--- config.mk ---
export PLATFORM = sky130hd
export DESIGN_NAME = psum_drain_flat
export DESIGN_NICKNAME = d
export VERILOG_FILES = /design/src/rtl/psum_drain_pkg.sv /design/src/rtl/psum_drain_if.sv /design/src/rtl/psum_drain_fifo.sv /design/src/rtl/psum_drain.sv /design/src/flat_wrapper.sv
export SDC_FILE = /design/constraint.sdc
export NUM_CORES = 1
export LEC_CHECK = 0
export ABC_AREA = 1
export BUFFER_PORTS_ARGS = -buffer_cell sky130_fd_sc_hd__buf_4
export CORE_ASPECT_RATIO = 1.2
export CORE_MARGIN = 1.5
export CORE_UTILIZATION = 55
export CTS_BUF_LIST = sky130_fd_sc_hd__clkbuf_4
export DETAILED_ROUTE_END_ITERATION = 8
export PLACE_DENSITY = 0.82
export RECOVER_POWER = 50
export SLEW_MARGIN = 5
export SYNTH_ARGS = -nofsm -noshare
export SYNTH_HDL_FRONTEND = slang
export SYNTH_SLANG_ARGS = --single-unit
export TNS_END_PERCENT = 20
--- constraint.sdc ---
create_clock -name clk -period 25.4 [get_ports clk]
set_input_delay 1.27 -clock clk [delete_from_list [all_inputs] [get_ports clk]]
set_output_delay 1.27 -clock clk [all_outputs]
set_load 0.005 [all_outputs]
--- src/rtl/psum_drain_pkg.sv ---
// -----------------------------------------------------------------------------
// npu_drain_pkg
// Shared definitions for the psum_drain output stage:
//   - drain_state_e : serializer states (IDLE, SEND)
//   - COL_DEF / BW_PSUM_DEF / DEPTH_DEF : default geometry
//   - col_slice()   : extracts one column word from a packed psum vector
// Optional feature macro used by this slice: PSUM_DRAIN_RELU_EN.
// -----------------------------------------------------------------------------
package npu_drain_pkg;

    localparam int COL_DEF     = 8;
    localparam int BW_PSUM_DEF = 20;
    localparam int DEPTH_DEF   = 4;

    // Upper bounds for the slice helper; vectors are zero-extended to this.
    localparam int MAX_VEC_W = 1024;
    localparam int MAX_BW_W  = 64;

    typedef enum logic [0:0] {
        ST_IDLE = 1'b0,
        ST_SEND = 1'b1
    } drain_state_e;

    // Column k of a packed vector whose words are bw bits wide; column 0 sits
    // in the least significant bits. Callers truncate the result to bw bits.
    function automatic logic [MAX_BW_W-1:0] col_slice(
        input logic [MAX_VEC_W-1:0] vec,
        input int                   k,
        input int                   bw
    );
        logic [MAX_VEC_W-1:0] mask_s;
        logic [MAX_VEC_W-1:0] shifted_s;
        mask_s    = ~({MAX_VEC_W{1'b1}} << bw);
        shifted_s = (vec >> (k * bw)) & mask_s;
        return MAX_BW_W'(shifted_s);
    endfunction

endpackage

--- src/rtl/psum_drain_if.sv ---
// -----------------------------------------------------------------------------
// psum_drain_if
// Bundles the two streams of the drain stage.
//   Capture side : psum_in, psum_valid (to drain), psum_ready (from drain)
//   Output side  : dout, dout_valid, dout_idx, dout_last (from drain),
//                  dout_ready (to drain)
// Modports: slave = the drain block, master = the environment around it.
// -----------------------------------------------------------------------------
interface psum_drain_if #(
    parameter int COL     = npu_drain_pkg::COL_DEF,
    parameter int BW_PSUM = npu_drain_pkg::BW_PSUM_DEF
) ();

    logic [BW_PSUM*COL-1:0]   psum_in;
    logic                     psum_valid;
    logic                     psum_ready;
    logic [BW_PSUM-1:0]       dout;
    logic                     dout_valid;
    logic                     dout_ready;
    logic [$clog2(COL)-1:0]   dout_idx;
    logic                     dout_last;

    modport slave (
        input  psum_in, psum_valid, dout_ready,
        output psum_ready, dout, dout_valid, dout_idx, dout_last
    );

    modport master (
        output psum_in, psum_valid, dout_ready,
        input  psum_ready, dout, dout_valid, dout_idx, dout_last
    );

endinterface

--- src/rtl/psum_drain_fifo.sv ---
// -----------------------------------------------------------------------------
// psum_fifo
// Synchronous vector FIFO, power-of-two depth, pointers wrap naturally.
//   clk, reset  : clock, asynchronous active-low reset
//   push/push_data : write request (ignored while full)
//   pop/pop_data   : read request (ignored while empty); pop_data shows head
//   full, empty    : decoded from the registered count
//   level          : registered count of stored vectors
// -----------------------------------------------------------------------------
module psum_fifo import npu_drain_pkg::*; #(
    parameter int WIDTH = BW_PSUM_DEF * COL_DEF,
    parameter int DEPTH = DEPTH_DEF,
    parameter int LVL_W = $clog2(DEPTH) + 1
) (
    input  logic             clk,
    input  logic             reset,
    input  logic             push,
    input  logic [WIDTH-1:0] push_data,
    input  logic             pop,
    output logic [WIDTH-1:0] pop_data,
    output logic             full,
    output logic             empty,
    output logic [LVL_W-1:0] level
);

    localparam int PTR_W = $clog2(DEPTH);
    localparam logic [LVL_W-1:0] FULL_CNT = LVL_W'(DEPTH);

    logic [WIDTH-1:0] mem_q [DEPTH];
    logic [PTR_W-1:0] wr_ptr_q, wr_ptr_d;
    logic [PTR_W-1:0] rd_ptr_q, rd_ptr_d;
    logic [LVL_W-1:0] count_q, count_d;
    logic             push_ok_s;
    logic             pop_ok_s;

    assign full      = (count_q == FULL_CNT);
    assign empty     = (count_q == {LVL_W{1'b0}});
    assign level     = count_q;
    assign pop_data  = mem_q[rd_ptr_q];
    assign push_ok_s = push & ~full;
    assign pop_ok_s  = pop & ~empty;

    // Pointer and occupancy update; push and pop together leave the count as is.
    always_comb begin
        wr_ptr_d = wr_ptr_q;
        rd_ptr_d = rd_ptr_q;
        count_d  = count_q;
        if (push_ok_s) begin
            wr_ptr_d = wr_ptr_q + PTR_W'(1);
        end else begin
            wr_ptr_d = wr_ptr_q;
        end
        if (pop_ok_s) begin
            rd_ptr_d = rd_ptr_q + PTR_W'(1);
        end else begin
            rd_ptr_d = rd_ptr_q;
        end
        case ({push_ok_s, pop_ok_s})
            2'b10:   count_d = count_q + LVL_W'(1);
            2'b01:   count_d = count_q - LVL_W'(1);
            default: count_d = count_q;
        endcase
    end

    // Control state registers.
    always_ff @(posedge clk or negedge reset) begin
        if (!reset) begin
            wr_ptr_q <= {PTR_W{1'b0}};
            rd_ptr_q <= {PTR_W{1'b0}};
            count_q  <= {LVL_W{1'b0}};
        end else begin
            wr_ptr_q <= wr_ptr_d;
            rd_ptr_q <= rd_ptr_d;
            count_q  <= count_d;
        end
    end

    // Storage array; contents are only meaningful behind the count.
    always_ff @(posedge clk) begin
        if (push_ok_s) begin
            mem_q[wr_ptr_q] <= push_data;
        end
    end

endmodule

--- src/rtl/psum_drain.sv ---
// -----------------------------------------------------------------------------
// psum_drain
// Captures whole psum vectors into a small FIFO and serializes each one,
// column 0 first, onto a valid/ready word stream.
//   clk        : rising-edge clock
//   reset      : asynchronous active-low reset
//   bus        : psum_drain_if.slave (capture stream in, word stream out)
//   fifo_level : vectors queued, not counting the one being serialized
//   overflow   : sticky, set when a strobe arrives while the FIFO is full
// Build option: define PSUM_DRAIN_RELU_EN to clamp negative words to zero as
// they are loaded into the shift register (the FIFO keeps raw psums).
// -----------------------------------------------------------------------------
module psum_drain import npu_drain_pkg::*; #(
    parameter int col     = COL_DEF,
    parameter int bw_psum = BW_PSUM_DEF,
    parameter int depth   = DEPTH_DEF
) (
    input  logic                       clk,
    input  logic                       reset,
    psum_drain_if.slave                bus,
    output logic [$clog2(depth):0]     fifo_level,
    output logic                       overflow
);

    localparam int VEC_W = bw_psum * col;
    localparam int IDX_W = $clog2(col);
    localparam int LVL_W = $clog2(depth) + 1;
    localparam logic [IDX_W-1:0] LAST_IDX = IDX_W'(col - 1);

    drain_state_e     state_q, state_d;
    logic [VEC_W-1:0] shreg_q, shreg_d;
    logic [IDX_W-1:0] idx_q, idx_d;
    logic             dout_valid_q, dout_valid_d;
    logic             dout_last_q, dout_last_d;
    logic             overflow_q, overflow_d;

    logic [VEC_W-1:0] fifo_rd_data_s;
    logic [VEC_W-1:0] load_vec_s;
    logic             fifo_full_s;
    logic             fifo_empty_s;
    logic [LVL_W-1:0] fifo_level_s;
    logic             pop_s;
    logic [IDX_W-1:0] idx_nxt_s;

    function automatic logic [bw_psum-1:0] relu_fn(input logic [bw_psum-1:0] w);
`ifdef PSUM_DRAIN_RELU_EN
        return w[bw_psum-1] ? {bw_psum{1'b0}} : w;
`else
        return w;
`endif
    endfunction

    psum_fifo #(
        .WIDTH (VEC_W),
        .DEPTH (depth),
        .LVL_W (LVL_W)
    ) u_fifo (
        .clk       (clk),
        .reset     (reset),
        .push      (bus.psum_valid),
        .push_data (bus.psum_in),
        .pop       (pop_s),
        .pop_data  (fifo_rd_data_s),
        .full      (fifo_full_s),
        .empty     (fifo_empty_s),
        .level     (fifo_level_s)
    );

    // No pass-through when full: readiness comes from the registered count only.
    assign bus.psum_ready = ~fifo_full_s;
    assign bus.dout       = shreg_q[bw_psum-1:0];
    assign bus.dout_valid = dout_valid_q;
    assign bus.dout_idx   = idx_q;
    assign bus.dout_last  = dout_last_q;
    assign fifo_level     = fifo_level_s;
    assign overflow       = overflow_q;
    assign idx_nxt_s      = idx_q + IDX_W'(1);

    // Head vector as it enters the shift register (optionally ReLU-clamped).
    always_comb begin
        load_vec_s = {VEC_W{1'b0}};
        for (int k = 0; k < col; k++) begin
            load_vec_s[k*bw_psum +: bw_psum] =
                relu_fn(bw_psum'(col_slice(MAX_VEC_W'(fifo_rd_data_s), k, bw_psum)));
        end
    end

    // Sticky drop flag.
    always_comb begin
        overflow_d = overflow_q | (bus.psum_valid & fifo_full_s);
    end

    // Serializer next state: load on idle/non-empty, shift on accept, and chain
    // straight into the next vector after the last column so there is no bubble.
    always_comb begin
        state_d      = state_q;
        shreg_d      = shreg_q;
        idx_d        = idx_q;
        dout_valid_d = dout_valid_q;
        dout_last_d  = dout_last_q;
        pop_s        = 1'b0;
        case (state_q)
            ST_IDLE: begin
                if (!fifo_empty_s) begin
                    pop_s        = 1'b1;
                    shreg_d      = load_vec_s;
                    idx_d        = {IDX_W{1'b0}};
                    dout_valid_d = 1'b1;
                    dout_last_d  = 1'b0;
                    state_d      = ST_SEND;
                end else begin
                    dout_valid_d = 1'b0;
                    dout_last_d  = 1'b0;
                end
            end
            ST_SEND: begin
                if (bus.dout_ready) begin
                    if (idx_q != LAST_IDX) begin
                        idx_d       = idx_nxt_s;
                        shreg_d     = shreg_q >> bw_psum;
                        dout_last_d = (idx_nxt_s == LAST_IDX);
                    end else if (!fifo_empty_s) begin
                        pop_s       = 1'b1;
                        shreg_d     = load_vec_s;
                        idx_d       = {IDX_W{1'b0}};
                        dout_last_d = 1'b0;
                    end else begin
                        idx_d        = {IDX_W{1'b0}};
                        dout_valid_d = 1'b0;
                        dout_last_d  = 1'b0;
                        state_d      = ST_IDLE;
                    end
                end else begin
                    state_d = ST_SEND;
                end
            end
            default: begin
                idx_d        = {IDX_W{1'b0}};
                dout_valid_d = 1'b0;
                dout_last_d  = 1'b0;
                state_d      = ST_IDLE;
            end
        endcase
    end

    // Serializer and flag registers.
    always_ff @(posedge clk or negedge reset) begin
        if (!reset) begin
            state_q      <= ST_IDLE;
            shreg_q      <= {VEC_W{1'b0}};
            idx_q        <= {IDX_W{1'b0}};
            dout_valid_q <= 1'b0;
            dout_last_q  <= 1'b0;
            overflow_q   <= 1'b0;
        end else begin
            state_q      <= state_d;
            shreg_q      <= shreg_d;
            idx_q        <= idx_d;
            dout_valid_q <= dout_valid_d;
            dout_last_q  <= dout_last_d;
            overflow_q   <= overflow_d;
        end
    end

endmodule

--- src/flat_wrapper.sv ---
// flat-port wrapper written by rule: the top's interface ports become plain ports
module psum_drain_flat import npu_drain_pkg::*;
#(
    parameter int col     = COL_DEF,
    parameter int bw_psum = BW_PSUM_DEF,
    parameter int depth   = DEPTH_DEF
)
  (clk, reset, fifo_level, overflow, bus_psum_in, bus_psum_valid, bus_dout_ready, bus_psum_ready, bus_dout, bus_dout_valid, bus_dout_idx, bus_dout_last);
  psum_drain_if #(.COL((8)), .BW_PSUM((20))) bus_i ();
  input  logic clk;
  input  logic reset;
  output logic [$clog2(depth):0] fifo_level;
  output logic overflow;
  input wire logic [$bits(bus_i.psum_in)-1:0] bus_psum_in;
  input wire logic [$bits(bus_i.psum_valid)-1:0] bus_psum_valid;
  input wire logic [$bits(bus_i.dout_ready)-1:0] bus_dout_ready;
  output wire logic [$bits(bus_i.psum_ready)-1:0] bus_psum_ready;
  output wire logic [$bits(bus_i.dout)-1:0] bus_dout;
  output wire logic [$bits(bus_i.dout_valid)-1:0] bus_dout_valid;
  output wire logic [$bits(bus_i.dout_idx)-1:0] bus_dout_idx;
  output wire logic [$bits(bus_i.dout_last)-1:0] bus_dout_last;
  assign bus_i.psum_in = bus_psum_in;
  assign bus_i.psum_valid = bus_psum_valid;
  assign bus_i.dout_ready = bus_dout_ready;
  assign bus_psum_ready = bus_i.psum_ready;
  assign bus_dout = bus_i.dout;
  assign bus_dout_valid = bus_i.dout_valid;
  assign bus_dout_idx = bus_i.dout_idx;
  assign bus_dout_last = bus_i.dout_last;
  psum_drain #(.col(col), .bw_psum(bw_psum), .depth(depth)) u_core (.clk(clk), .reset(reset), .bus(bus_i), .fifo_level(fifo_level), .overflow(overflow));
endmodule
# Word level (Yosys, flattened, before mapping)
# Memories as Yosys holds them, arrays and structs flattened.
# Index checks and enable logic that the tools add are counted.
[totals]
out_inout_bits = 30
inputBits = 164
ff_bits = 174
ram_bits = 640
word_cells = 60
mem_count = 1
[memory_table]
columns = ["name", "depth", "width", "rd", "rd_ports_with_merged_regs", "wr", "line", "source"]
rows = [
  ["u_core.u_fifo.mem_q", 4, 160, 1, 0, 1, "psum_drain_fifo.sv:29", "logic [WIDTH-1:0] mem_q [DEPTH];"],
]
[op_classes]
n_bitwise = 7
addsub = 5
n_eq_ne = 9
n_reduce_logical = 4
n_mux = 25
[op_table]
columns = ["cell", "count"]
rows = [
  ["two-way mux 160 bit", 3],
  ["case mux 160 bit (2 select lines)", 1],
  ["two-way mux 1 bit", 12],
  ["case mux 3 bit (2 select lines)", 2],
  ["two-way mux 3 bit", 3],
  ["!= test 2 bit, second input constant", 4],
  ["case mux 1 bit (2 select lines)", 4],
  ["adder 3 x 1 -> 3 bit, second input constant", 2],
  ["== test 3 bit, second input constant", 2],
  ["adder 2 x 1 -> 2 bit, second input constant", 2],
  ["bitwise AND 1 bit", 3],
  ["logical NOT 3 bit", 1],
  ["!= test 3 bit, second input constant", 1],
  ["NOT 1 bit", 3],
  ["AND reduction 3 bit", 1],
  ["subtractor 3 x 1 -> 3 bit, second input constant", 1],
  ["== test 2 x 1 -> 1 bit, second input constant", 1],
  ["== test 2 bit, second input constant", 1],
  ["AND reduction 2 bit", 1],
  ["nonzero test 2 bit", 1],
  ["bitwise OR 1 bit", 1],
]

# Logic depth before layout (Yosys ltp)
[depth]
word_depth = 8
mapped_depth = 14
depth_no_buf = 12

# By module
# From an unflattened synthesis, not the netlist that was laid out.
[unflattened]
cells_unflattened = 3275
hier_area_um2 = 35081.1
[by_module_without_submodules]
columns = ["mod", "seq_area_each_um2", "cells_per_inst", "n_inst", "area_per_inst_um2"]
rows = [
  ["psum_fifo", 19393.6, 1928, 1, 25974.9],
  ["psum_drain", 4179.0, 1347, 1, 9106.2],
]

# Worst setup path after synthesis
# Ideal clock, no wire load.
[synth_timing]
path_type = "input to register"
from = "input bus_psum_valid"
to = "memory u_core.u_fifo.mem_q[0][0] (netlist name) (enable)"
n_path_buf = 0
required_time_ps = 24718
slack_ps = 16695
setup_ps = 682
cell_stages = 2
arrival_time_ps = 8023
cell_sequence = "nand2_2 nor2_1"
[synth_between]
elab_chain_cells = 3
[synth_lines]
columns = ["element", "line", "source"]
rows = [
  ["start, declared", "flat_wrapper.sv:15", "input wire logic [$bits(bus_i.psum_valid)-1:0] bus_psum_valid;"],
  ["bitwise AND 1 bit", "psum_drain_fifo.sv:40", "assign push_ok_s = push & ~full;"],
  ["two-way mux 1 bit", "psum_drain_fifo.sv:80", "if (push_ok_s) begin"],
  ["two-way mux 1 bit (implied by the code)", "psum_drain_fifo.sv:81", "mem_q[wr_ptr_q] <= push_data;"],
  ["end, declared", "psum_drain_fifo.sv:29", ""],
]
# Every way passes these cells.

==> results.md <==
* CTS H-tree lvls at 4
* Routability cong. at just over 0.8
* Delay-heaviest family, CP: buffers and inverters
* Antenna violations before repair at 8
* Clock Skew at ~74 ps
* Final Max Slew Viols at 220
* Run status: finished, violations left
* DP Wirelength at ~52000 um
* Max VDD drop at approximately 0.12 mV
* Post-CTS Hold Buffers at 0
* Die height at slightly below 300 um
* Critical Path End Type: asynchronous set/reset pin
* CTS resizes at 0
* Least-Margin Pin Slew at around 6700 ps
* Crit path top cell by count: clkbuf_1
* Post-route DRC at 0
* Commonest non-fill, non-tap cell in the layout: nand2_1
* Sequential area share after synthesis at 62.6%
* Post-Syn Area per Cell at just under 9 um^2
* First-pass GRT wire length at between 100000 and 150000 um
* Post-layout util at about 60%
* Min Tclk post-route at roughly 8600 ps
* Post-route design area at ~41000 um^2
* Vias in the first global route at roughly 27000
* Metal3 WL at between 6000 and 7000 um
* Row count at roughly 100
* CP Data Required Time at 25330 ps
* Share of layout cells above drive strength 1 at 11.0%
* Logic pwr share at around 32%
* Failing checks: max-capacitance violations, max-slew violations
* Tcrit/Tclk final at about 34%
* Mapped Nets at between 4000 and 5000
* Starting Density at 55.9%
* Post-synthesis instance area at 37700 um^2
* DRT Pass-1 Iters at 6
* Placed cells at around 5100
* Placed Instance Area at ~39000 um^2
* Worst path max stage delay at roughly 4500 ps
* RSZ-0062 raised after global routing: false
* CP max stage cell: clkbuf_1
* Power share of the clock group at 23.9%
* CTS tree: yes
* Clock Root Buffer: clkbuf_4
* Synth cell types at 25
* Total number of vias at between 20000 and 30000
* Post-synthesis cell count at roughly 4200
* Area grow syn2layout at 9.32%
* Maximum clock insertion buffer count at 3
* Fillers at 5540
* Vias per cell at roughly 5.1
* Highest metal used: met5
* Startpoint Class: input pin
* Metal-1 WL at approximately 34000 um
* Buf/Inv on CP at 2
* Async SR Flop Fraction at 21.4%
* Setup CP Type: input pin to asynchronous set/reset pin
* Die X at roughly 240 um
* Pint at around 0.0027 W
* Final setup fails at 0
* Number of max-cap violations at 3
* Final Non-Filler Cells at 5459
* Ys flop type: edfxtp_1
* Routed WL at between 80000 and 90000 um
* Crit Path Max Fanout at roughly 110
* Power per cell area at 108 nW/um^2
* Hold_ws at ~480 ps
* Worst-path clk slew at around 70 ps
* Num CTS Buffers at a little under 200
* Switch Pwr at between 0.0015 and 0.002 W
* TNS Setup at 0 ps
* Sw frac at roughly two fifths
* Number of synthesis warnings at 0
* Largest net degree at the start of global routing at between 150 and 200
* Drt wl/cell at between 15 and 20 um
* Core ar. at 67400 um^2
* Clock Latency Late Sink at roughly 1100 ps
* Final hold violations at 0
* Number of I/O pins at around 190
* Crit-path cells: clkbuf_1 -> clkbuf_1
* GRT overflow at 0
* CP Data Arrival Time at 8520 ps
* EDFF count, synth at 640
* Leak Pwr at around 20 nW
* Final Net Count at 4573
* Post-CTS Setup Bufs at 0
* Die area at approximately 70000 um^2
* Number of port buffers at roughly 190
* Global-route usage over all layers at 25.7%
* Flops & latches, synth at 814
* Most frequent cells in the layout: 1605 x nand2_1, 734 x inv_1, 640 x edfxtp_1
* Worst slew margin at -344%
* WL met2 at between 40000 and 50000 um
* Max Clk Rate at approximately 120 MHz
* Sink Count at just over 800
* Iter 0 DRT Violations at between 2000 and 3000
* Sequential group share of total power at between 40 and 50%
* Antenna Violating Nets Remaining at 0
* HP Class: register to register
path summary, 6_finish.rpt:
path / from / slack (ps) / cells past startpoint / to
setup / recovery: reset / 16810 / 2 / u_core.u_fifo.rd_ptr_q[1]
max in group clk: u_core.u_fifo.level[0] / 20740 / 6 / u_core.u_fifo.mem_q[2][16]
hold reg to reg: u_core.shreg_q[151] / 480 / 2 / u_core.shreg_q[151]
hold / removal: u_core.shreg_q[151] / 480 / 2 / u_core.shreg_q[151]
setup reg to reg: u_core.u_fifo.level[0] / 20740 / 6 / u_core.u_fifo.mem_q[2][16]
min in group asynchronous: reset / 2660 / 1 / u_core.shreg_q[9]
flip-flops by register name, indices dropped and copies added, names as in the netlist:
name                    count
u_core.u_fifo.wr_ptr_q      2
u_core.shreg_q            160
u_core.overflow             1
u_core.state_q              1
u_core.bus.dout_idx         3
u_core.u_fifo.rd_ptr_q      2
u_core.u_fifo.level         3
u_core.bus.dout_valid       1
u_core.bus.dout_last        1
u_core.u_fifo.mem_q       640
power by group through the flow:
stage               clock network [W]  logic [W]  registers [W]
finish                        0.00106    0.00143        0.00195
CTS                           0.00109    0.00146        0.00194
floorplan                           0    0.00106        0.00194
detailed placement                  0    0.00145        0.00197
global placement                    0    0.00142        0.00196
global route                  0.00115    0.00161        0.00198
cell families (layout without fill, tap and decap cells):
| group | Yosys count | count (layout) | share of synthesized area, % |
|---|---|---|---|
| xor gates and xnor gates | 4 | 4 | 0.0930 |
| adders and majority gates | 9 | 9 | 0.319 |
| and+or+nand+nor | 2084 | 2084 | 22.2 |
| DFF | 814 | 814 | 62.6 |
| other | 0 | 8 | 0 |
| AOI/OAI and AO/OA | 211 | 211 | 2.89 |
| buffers and inverters | 1098 | 1428 | 11.9 |
layout make-up:
cell class	count	area [um^2]	area share, %
antenna	8	20.0	0.0486
clock buffer	296	2220	5.40
clock inverter	49	285	0.693
inverter	862	3260	7.91
multi-input combinational	2308	9620	23.4
sequential	814	23600	57.3
tap	901	1130	2.74
timing repair buffer	221	1070	2.60
per-layer routing:
layer	GRT usage, %	up-vias
met5	0	-
li1	-	13500
met3	5.05	187
met4	11.7	6
met1	30.5	13100
met2	45.5	1041
metrics by stage:
step / power, W / setup slack, ps
floorplan: 0.00301 / 16690
detailed placement: 0.00342 / 20870
CTS: 0.00449 / 21800
global route: 0.00474 / 15290
finish: 0.00445 / 16810
global placement: 0.00337 / 20900
Yosys cell counts, drive strengths merged, types with 2 or more instances:
library cell     n  area share (%)
nand2         1608              16
inv            861             8.6
edfxtp         640              51
nand3          424             5.6
buf            197             2.9
o21ai          186             2.5
dfrtp          174              12
nor2            51            0.53
clkbuf          39            0.39
o22ai           21            0.35
ha               8            0.27
xor2             3           0.070
a21oi            2           0.027
No activity file was read; power rests on OpenSTA's default activity.
